File: src/rtl/ledscan_bcm.sv
// HUB75 scan controller with binary-coded modulation: shifts one bit-plane of
// a row pair while the previously latched plane is being displayed.
module ledscan_bcm #(
    parameter int WIDTH    = 64,
    parameter int ROW_BITS = 5,
    parameter int DEPTH    = 8
) (
    input  logic                     clk,
    input  logic                     reset,
    input  logic [7:0]               bright,
    input  logic                     enable,
    input  logic [DEPTH-1:0]         r0,
    input  logic [DEPTH-1:0]         g0,
    input  logic [DEPTH-1:0]         b0,
    input  logic [DEPTH-1:0]         r1,
    input  logic [DEPTH-1:0]         g1,
    input  logic [DEPTH-1:0]         b1,
    output logic [$clog2(WIDTH)-1:0] addrx,
    output logic [ROW_BITS-1:0]      addry,
    output logic [ROW_BITS-1:0]      row_addr,
    output logic [2:0]               rgb0,
    output logic [2:0]               rgb1,
    output logic                     sclk,
    output logic                     latch,
    output logic                     blank,
    output logic                     frame
);

    localparam int XW = $clog2(WIDTH);
    localparam int SW = XW + 1;
    localparam int PW = (DEPTH > 1) ? $clog2(DEPTH) : 1;
    localparam int CW = 8 + DEPTH;
    localparam logic [SW-1:0] LAST_SLOT  = SW'(WIDTH);
    localparam logic [XW-1:0] LAST_COL   = XW'(WIDTH - 1);
    localparam logic [PW-1:0] LAST_PLANE = PW'(DEPTH - 1);

    typedef enum logic [1:0] {
        ST_SHIFT    = 2'd0,
        ST_WAIT     = 2'd1,
        ST_PREBLANK = 2'd2,
        ST_LATCH    = 2'd3
    } state_t;

    state_t              state_q, state_d;
    logic [SW-1:0]       slot_q, slot_d;
    logic                phase_q, phase_d;
    logic [PW-1:0]       plane_q, plane_d;
    logic [ROW_BITS-1:0] row_q, row_d;
    logic [CW-1:0]       cnt_q, cnt_d;
    logic [CW-1:0]       on_time_s;

    logic [XW-1:0]       addrx_q, addrx_d;
    logic [ROW_BITS-1:0] row_addr_q, row_addr_d;
    logic [2:0]          rgb0_q, rgb0_d;
    logic [2:0]          rgb1_q, rgb1_d;
    logic                sclk_q, sclk_d;
    logic                latch_q, latch_d;
    logic                blank_q, blank_d;
    logic                frame_q, frame_d;

    // Display time of the plane being latched; the counter is sized so this never overflows.
    assign on_time_s = (CW'(bright) + CW'(1)) << plane_q;

    // Sequencer: slot/phase walk of the shift engine, display countdown and row/plane advance.
    always_comb begin
        state_d    = state_q;
        slot_d     = slot_q;
        phase_d    = phase_q;
        plane_d    = plane_q;
        row_d      = row_q;
        row_addr_d = row_addr_q;
        cnt_d      = (cnt_q != '0) ? (cnt_q - CW'(1)) : cnt_q;
        case (state_q)
            ST_SHIFT: begin
                phase_d = ~phase_q;
                if (phase_q) begin
                    if (slot_q == LAST_SLOT) begin
                        slot_d  = '0;
                        state_d = (cnt_d == '0) ? ST_PREBLANK : ST_WAIT;
                    end else begin
                        slot_d = slot_q + SW'(1);
                    end
                end else begin
                    slot_d = slot_q;
                end
            end
            ST_WAIT: begin
                if (cnt_d == '0) begin
                    state_d = ST_PREBLANK;
                end else begin
                    state_d = ST_WAIT;
                end
            end
            ST_PREBLANK: begin
                state_d = ST_LATCH;
            end
            ST_LATCH: begin
                state_d    = ST_SHIFT;
                row_addr_d = row_q;
                cnt_d      = on_time_s;
                if (plane_q == LAST_PLANE) begin
                    plane_d = '0;
                    row_d   = row_q + ROW_BITS'(1);
                end else begin
                    plane_d = plane_q + PW'(1);
                    row_d   = row_q;
                end
            end
            default: begin
                state_d = ST_SHIFT;
            end
        endcase
    end

    // Panel-facing outputs are decoded from the next state so they line up with it when registered.
    always_comb begin
        addrx_d = addrx_q;
        rgb0_d  = rgb0_q;
        rgb1_d  = rgb1_q;
        if (state_d == ST_SHIFT) begin
            addrx_d = (slot_d == LAST_SLOT) ? LAST_COL : slot_d[XW-1:0];
        end else begin
            addrx_d = addrx_q;
        end
        if ((state_q == ST_SHIFT) && phase_q) begin
            rgb0_d = {b0[plane_q], g0[plane_q], r0[plane_q]};
            rgb1_d = {b1[plane_q], g1[plane_q], r1[plane_q]};
        end else begin
            rgb0_d = rgb0_q;
            rgb1_d = rgb1_q;
        end
        sclk_d  = (state_d == ST_SHIFT) && phase_d && (slot_d != '0);
        latch_d = (state_d == ST_LATCH);
        frame_d = (state_d == ST_LATCH) && (row_q == '0) && (plane_q == '0);
        blank_d = (cnt_d == '0);
    end

    // State and output registers.
    always_ff @(posedge clk or posedge reset) begin
        if (reset) begin
            state_q    <= ST_SHIFT;
            slot_q     <= '0;
            phase_q    <= 1'b0;
            plane_q    <= '0;
            row_q      <= '0;
            cnt_q      <= '0;
            addrx_q    <= '0;
            row_addr_q <= '0;
            rgb0_q     <= 3'd0;
            rgb1_q     <= 3'd0;
            sclk_q     <= 1'b0;
            latch_q    <= 1'b0;
            blank_q    <= 1'b1;
            frame_q    <= 1'b0;
        end else begin
            state_q    <= state_d;
            slot_q     <= slot_d;
            phase_q    <= phase_d;
            plane_q    <= plane_d;
            row_q      <= row_d;
            cnt_q      <= cnt_d;
            addrx_q    <= addrx_d;
            row_addr_q <= row_addr_d;
            rgb0_q     <= rgb0_d;
            rgb1_q     <= rgb1_d;
            sclk_q     <= sclk_d;
            latch_q    <= latch_d;
            blank_q    <= blank_d;
            frame_q    <= frame_d;
        end
    end

    assign addrx    = addrx_q;
    assign addry    = row_q;
    assign row_addr = row_addr_q;
    assign rgb0     = rgb0_q;
    assign rgb1     = rgb1_q;
    assign sclk     = sclk_q;
    assign latch    = latch_q;
    // Disabling darkens the panel at once without touching the sequencing.
    assign blank    = blank_q | ~enable;
    assign frame    = frame_q;

endmodule
File: config.mk
export PLATFORM = sky130hd
export DESIGN_NAME = ledscan_bcm
export DESIGN_NICKNAME = d
export VERILOG_FILES = /design/src/rtl/ledscan_bcm.sv
export SDC_FILE = /design/constraint.sdc
export NUM_CORES = 1
export LEC_CHECK = 0
export CAP_MARGIN = 20
export CORE_ASPECT_RATIO = 2
export CORE_UTILIZATION = 25
export CTS_BUF_LIST = sky130_fd_sc_hd__clkbuf_8
export DETAILED_ROUTE_END_ITERATION = 10
export PLACE_DENSITY = 0.49
export SLEW_MARGIN = 30
export SYNTH_ARGS = -nofsm -noshare
export SYNTH_HDL_FRONTEND = slang
export SYNTH_SLANG_ARGS = --single-unit
File: constraint.sdc
create_clock -name clk -period 3.7 [get_ports clk]
set_clock_uncertainty 0.2 [all_clocks]
set_input_delay 0.74 -clock clk [delete_from_list [all_inputs] [get_ports clk]]
set_output_delay 0.74 -clock clk [all_outputs]
set_load 0.005 [all_outputs]
Word level (Yosys, flattened, before mapping)
Cells that the tools add are included.
- register bits after elaboration: 55
- input port bits: 59
- output and inout bits: 26
- word-level logic and storage cells: 69
- add/sub/neg operators: 5
- magnitude comparators: 1
- equality and inequality tests: 7
- shifts and indexed selects: 1
- multiplexer cells: 24
- bitwise operators: 3
- reduce and logical (&&, ||, !) cells: 14
- operator list (kind ; count):
    $logic_not A16 Y1 ; 2
    $mux W16 ; 2
    $mux W7 ; 3
    $bmux W1 S3 ; 6
    $reduce_bool A16 Y1 ; 1
    $shl A9 B3 Y16 ; 1
    $sub A16 B1 Y16 const B ; 1
    $eq A7 B7 Y1 const B ; 2
    $add A8 B1 Y9 const B ; 1
    $pmux W2 S4 ; 1
    $add A7 B1 Y7 const B ; 1
    $mux W1 ; 7
    $reduce_bool A7 Y1 ; 1
    $eq A2 B2 Y1 const B ; 3
    $mux W2 ; 3
    $mux W6 ; 1
    $add A5 B1 Y5 const B ; 1
    $logic_and A1 B1 Y1 ; 5
    $logic_not A5 Y1 ; 1
    $logic_not A2 Y1 ; 2
    $lt A3 B4 Y1 const B ; 1
    $add A3 B1 Y3 const B ; 1
    $eq A3 B3 Y1 const B ; 1
    $logic_not A3 Y1 ; 1
    other kinds (5) ; 6

Depth between registers and ports, before layout
Gate-level depths: netlist (run 1).
- depth in word-level cells: 10
- depth in mapped cells: 10
- mapped depth without buffers: 9

Least setup slack after synthesis (run 1)
No wires, ideal clock.
- path type: in2reg
- start: in bright[2]
- end: reg blank_q
- setup time: 90 ps
- data arrival time: 2664 ps
- required time: 3410 ps
- slack: 746 ps
- cell stages on the path: 9
- path buffers: 2
- cells stage by stage: buf_2 and4_1 buf_2 a31oi_1 a31oi_1 nor2_1 a311o_1 or4b_1 nor4_2
- word-level cells in the longest chain between the ends: 4
- ends and longest elaborated chain (what ; RTL line ; text):
    start: declaration ; 10 ; input logic [7:0] bright,
    $add A8 B1 Y9 ; 62 ; assign on_time_s = (CW'(bright) + CW'(1)) << plane_q;
    $shl A9 B3 Y16 ; 62 ;
    $mux W16 ; 73 ; case (state_q)
    net cnt_d[14] ; 49 ; logic [CW-1:0] cnt_q, cnt_d;
    $logic_not A16 Y1 ; 135 ; blank_d = (cnt_d == '0);
    net blank_d ; 58 ; logic blank_q, blank_d;
    end signal: assignment ; 168 ; blank_q <= blank_d;
    end: declaration ; 58 ;
The timed path passes the listed nets, and every way through them passes these cells.
A chain may end at the register's enable or synchronous reset.

Final worst setup path (run 1)
- start: reg cnt_q[0]
- end: reg blank_q
- word-level cells in the longest chain between the ends: 4
- elaborated cells on any way between the ends: 5
- those cells by class: add/sub: 1; mux: 2; reduce/logical: 2
- ends and longest elaborated chain (what ; RTL line ; text):
    start: declaration ; 49 ;
    start signal: assignment ; 161 ; cnt_q <= cnt_d;
    $sub A16 B1 Y16 or $reduce_bool A16 Y1 (tied branches) ; 72 ; cnt_d = (cnt_q != '0) ? (cnt_q - CW'(1)) : cnt_q;
    $mux W16 * ; 72 ;
    $mux W16 * ; 73 ;
    net cnt_d[4] ; 49 ;
    $logic_not A16 Y1 * ; 135 ;
    net blank_d ; 58 ;
Mark *: on every way through the listed nets, which the timed path passes. The rest lies on a longest branch.

==> results of run 1 <==
## kinds of logic (layout without fill, tap and decap cells)
family	count (synthesis)	in the layout	synth area share [%]
and+or+nand+nor	184	184	25.7
AOI/OAI and AO/OA	106	106	17.3
DFF	55	55	34.7
buffers and inverters	52	134	5.33
muxes	24	24	10.3
xor gates and xnor gates	16	16	3.53
adders and majority gates	10	10	3.16
## layer usage
metal / vias to the layer above / GRT usage [%] / routed length (um)
li1: 1814 / - / -
met1: 1851 / 14.8 / 4190
met2: 87 / 32.4 / 7660
met3: 20 / 0.844 / 240
met4: 0 / 8.63 / 466
met5: - / 0 / 0
## metrics by stage
step / instance area (um2) / std cells / utilization, %
5_1_grt: 5160 / 727 / 33.6
2_1_floorplan: 3970 / 447 / -
6_report: 5160 / 727 / 33.6
3_3_place_gp: 5060 / 719 / 32.9
3_5_place_dp: 5060 / 719 / 32.9
4_1_cts: 5160 / 727 / 33.6
## how the worst max path moves through the flow
| stage | startpoint | endpoint |
|---|---|---|
| after floorplan | bright[2] | blank_q$_DFF_PP1_ |
| after global placement | bright[0] | blank_q$_DFF_PP1_ |
| after detailed placement | bright[1] | blank_q$_DFF_PP1_ |
| after CTS | cnt_q[0]$_DFF_PP0_ | blank_q$_DFF_PP1_ |
| after global routing | cnt_q[0]$_DFF_PP0_ | blank_q$_DFF_PP1_ |
| final | cnt_q[0]$_DFF_PP0_ | blank_q$_DFF_PP1_ |
## worst register-to-register path, cell delays in order, from the launching register on
cell,delay (ps)
dfrtp_1,440
inv_1,110
ha_1,270
or3b_4,460
nor4_4,350
a211oi_1,120
o21ai_0,320
o21ai_1,140
or4b_1,550
nor4_2,280
## placed cells by master, fill, tap and decap left out, types with 7 or more instances in the layout
| cell type | count |
|---|---|
| clkdlybuf4s50_1 | 84 |
| dfrtp_1 | 54 |
| nand2_1 | 46 |
| nor2_1 | 44 |
| inv_1 | 25 |
| a21oi_1 | 24 |
| o21ai_0 | 22 |
| a31oi_1 | 15 |
| buf_4 | 15 |
| mux4_2 | 13 |
| or3_1 | 12 |
| nand3_1 | 11 |
| nand4_1 | 10 |
| ha_1 | 10 |
| xor2_1 | 9 |
| nor4_1 | 8 |
| mux2i_1 | 8 |
| nor3_1 | 8 |
| xnor2_1 | 7 |
## where the power goes
group | leakage [nW] | total, mW | internal, mW | switching, mW
logic | 1.23 | 0.153 | 0.0919 | 0.0607
clock network | 0.0515 | 0.365 | 0.143 | 0.222
registers | 0.675 | 0.611 | 0.605 | 0.00549
## final cells by class
| cell class | instances | area [um2] |
|---|---|---|
| flip-flops and latches | 55 | 1380 |
| clock buffers | 5 | 68.8 |
| repair buffers | 99 | 953 |
| well taps | 198 | 248 |
| inverters | 27 | 101 |
| clock inverters | 3 | 33.8 |
| fillers | 1643 | 10200 |
| multi-input cells | 340 | 2380 |
## flip-flops by register name, indices dropped and copies added, names as in the netlist
name      cells
addrx         6
addry         5
blank_q       1
cnt_q        16
frame         1
latch         1
phase_q       1
plane_q       3
rgb0          3
rgb1          3
row_addr      5
sclk          1
slot_q        7
state_q       2
==> Implementation_results.wiki, run 1 <==
{| class="wikitable"
! Metric !! Value
|-
| Status || complete, no violations
|-
| Capturing element type of the critical path || flop
|-
| Final-layout worst hold slack || around 300 ps
|-
| Total number of nets in the final design || between 500 and 600
|-
| Critical path start-end classification || reg2reg
|-
| Chip Width || around 90 um
|-
| Cell type with the highest aggregate area in the netlist || dfrtp_1
|-
| Area contributors post-synth || dfrtp_1 34%, mux4_2 7.4%, nand2_1 4.4%
|-
| Total DRC errors in the routed layout || 0
|-
| Maximum ir drop on the vdd rail || 0.000189 V
|-
| Number of pins with negative max-slew slack in the final report || 0
|-
| Number of synthesized flops with an enable pin || 0
|-
| Clock tree from TritonCTS || done
|-
| Antenna Violating Nets Remaining || 0
|-
| Synthesis-to-layout area growth || 30.1%
|-
| Placement Rows || 64
|-
| H-tree levels || 2
|-
| Data required time of the worst path || ~3700 ps
|-
| Power density over the cells || ~220 nW/um2
|-
| Initial detailed-routing violation count || 167
|-
| Cells on Worst Hold Path || 2
|-
| Clock latency reported for the late side of the worst-skew pair || about 320 ps
|-
| Clock edge transition at the registers on the reported setup and hold paths || 110 ps
|-
| Highest Clock Rate || 302 MHz
|-
| Launch point of the worst reg-to-reg path || cnt_q[0]$_DFF_PP0_
|-
| Floorplan die height || between 150 and 200 um
|-
| Setup fix buffers added after clock tree synthesis || 0
|-
| Count of yosys warnings during synthesis || 0
|-
| Sum of overflow across all layers after global routing || 0
|-
| Destination of the worst hold path || row_addr[1]$_DFFE_PP0P_
|-
| Tightest slew margin relative to the limit || 52.8%
|-
| Worst-path fanout max || 7
|-
| Setup repair after global routing missed its margin || false
|-
| HP Start || row_addr[1]$_DFFE_PP0P_
|-
| Crit Reg-Reg Endpoint || blank_q$_DFF_PP1_
|-
| Cell-by-cell trace of the critical path || inv_1, ha_1, or3b_4, nor4_4, a211oi_1, o21ai_0, o21ai_1, or4b_1, nor4_2
|-
| Share of synthesized area occupied by flip-flops and latches || 34.7%
|-
| Post-Synthesis Cells || between 400 and 500
|-
| Cells resized by post-CTS repair || 0
|-
| Depth of the worst register-to-register path || 9
|-
| Vias in the first global route || 3882
|-
| Antenna diodes || 0
|-
| Initial core utilization || around 26%
|-
| Post-synthesis register bit count || 55
|-
| Input/output buffers || 84
|-
| Maximum number of pins on one net before global-route repair || 27
|-
| Post-placement setup slack || roughly 150 ps
|-
| Critical Path Start Type || flop
|-
| Fraction of post-synthesis cell area in the top cell type by area || between 30% and 40%
|-
| Final setup violating endpoints || 0
|-
| Synthesized Nets || 516
|-
| Per-cell via count in the routed design || slightly above 5
|-
| Routed wirelength normalized by instance count || roughly 17 um
|-
| Least-Margin Pin Slew || a little over 700 ps
|-
| Cell area after technology mapping || between 3000 and 4000 um2
|-
| Total half-perimeter wirelength after legalization and detailed placement || roughly 10000 um
|-
| Core region area || 15400 um2
|-
| Final Hold Violating Endpoints || 0
|-
| Top-count cell post-synth || dfrtp_1
|-
| Leading post-synthesis cells by instance count || 54 x dfrtp_1, 46 x nand2_1, 44 x nor2_1
|-
| Data arrival at the endpoint of the critical path || roughly 3400 ps
|-
| Total global-route track usage || around 16%
|-
| Setup slack after layout || 388 ps
|-
| Worst hold path class || reg2reg
|-
| Synth cell types || slightly below 70
|-
| Fraction of registers with async set/reset || 100%
|-
| Fraction of layout instances using a drive strength above 1 || 10.2%
|-
| Reported max-cap violation count || 0
|-
| Leakage || 1.96 nW
|-
| Number of buffers added to fix hold violations after cts || 0
|-
| Maximum root-to-sink buffer count || 2
|-
| Root buffer cell || clkbuf_8
|-
| Vias || between 3k and 4k
|-
| Period utilisation layout || a little under 90%
|-
| Clock net sink count || 55
|-
| Post-detailed-routing wire length || 12600 um
|-
| Top delay family on crit path || simple AND/OR/NAND/NOR gates
|-
| Post-synth top flop || dfrtp_1
|-
| Number of top-level design ports || 85
|-
| Antenna violations before repair || 0
|-
| Drt first pass iters || 4
|-
| Global-route wire length before repair || 20300 um
|-
| Largest stage delay on the critical path || ~550 ps
|-
| RePlAce Congestion || ~0.90
|-
| Total stage count of the critical path || 9
|-
| Time the worst path needs with I/O delays and setup || between 3000 and 4000 ps
|-
| Die area || roughly 16000 um2
|-
| Cell with the biggest individual delay on the critical path || or4b_1
|-
| FF-to-FF setup slack || 390 ps
|-
| Number of buffers created by CTS || 5
|-
| Average footprint of a synthesized cell || between 8 and 9 um2
|-
| Post-Route Setup TNS || 0 ps
|-
| Overall Power || roughly 1.1 mW
|-
| Buffers and inverters on the worst path || 1
|}
(Power assumes the default switching activity.)
==> run 2: changes to the inputs <==
- CTS_CLUSTER_DIAMETER: unset -> 100
==> results of run 2 <==
Same layout as run 1: the final DEF is identical, and so are final timing and power.
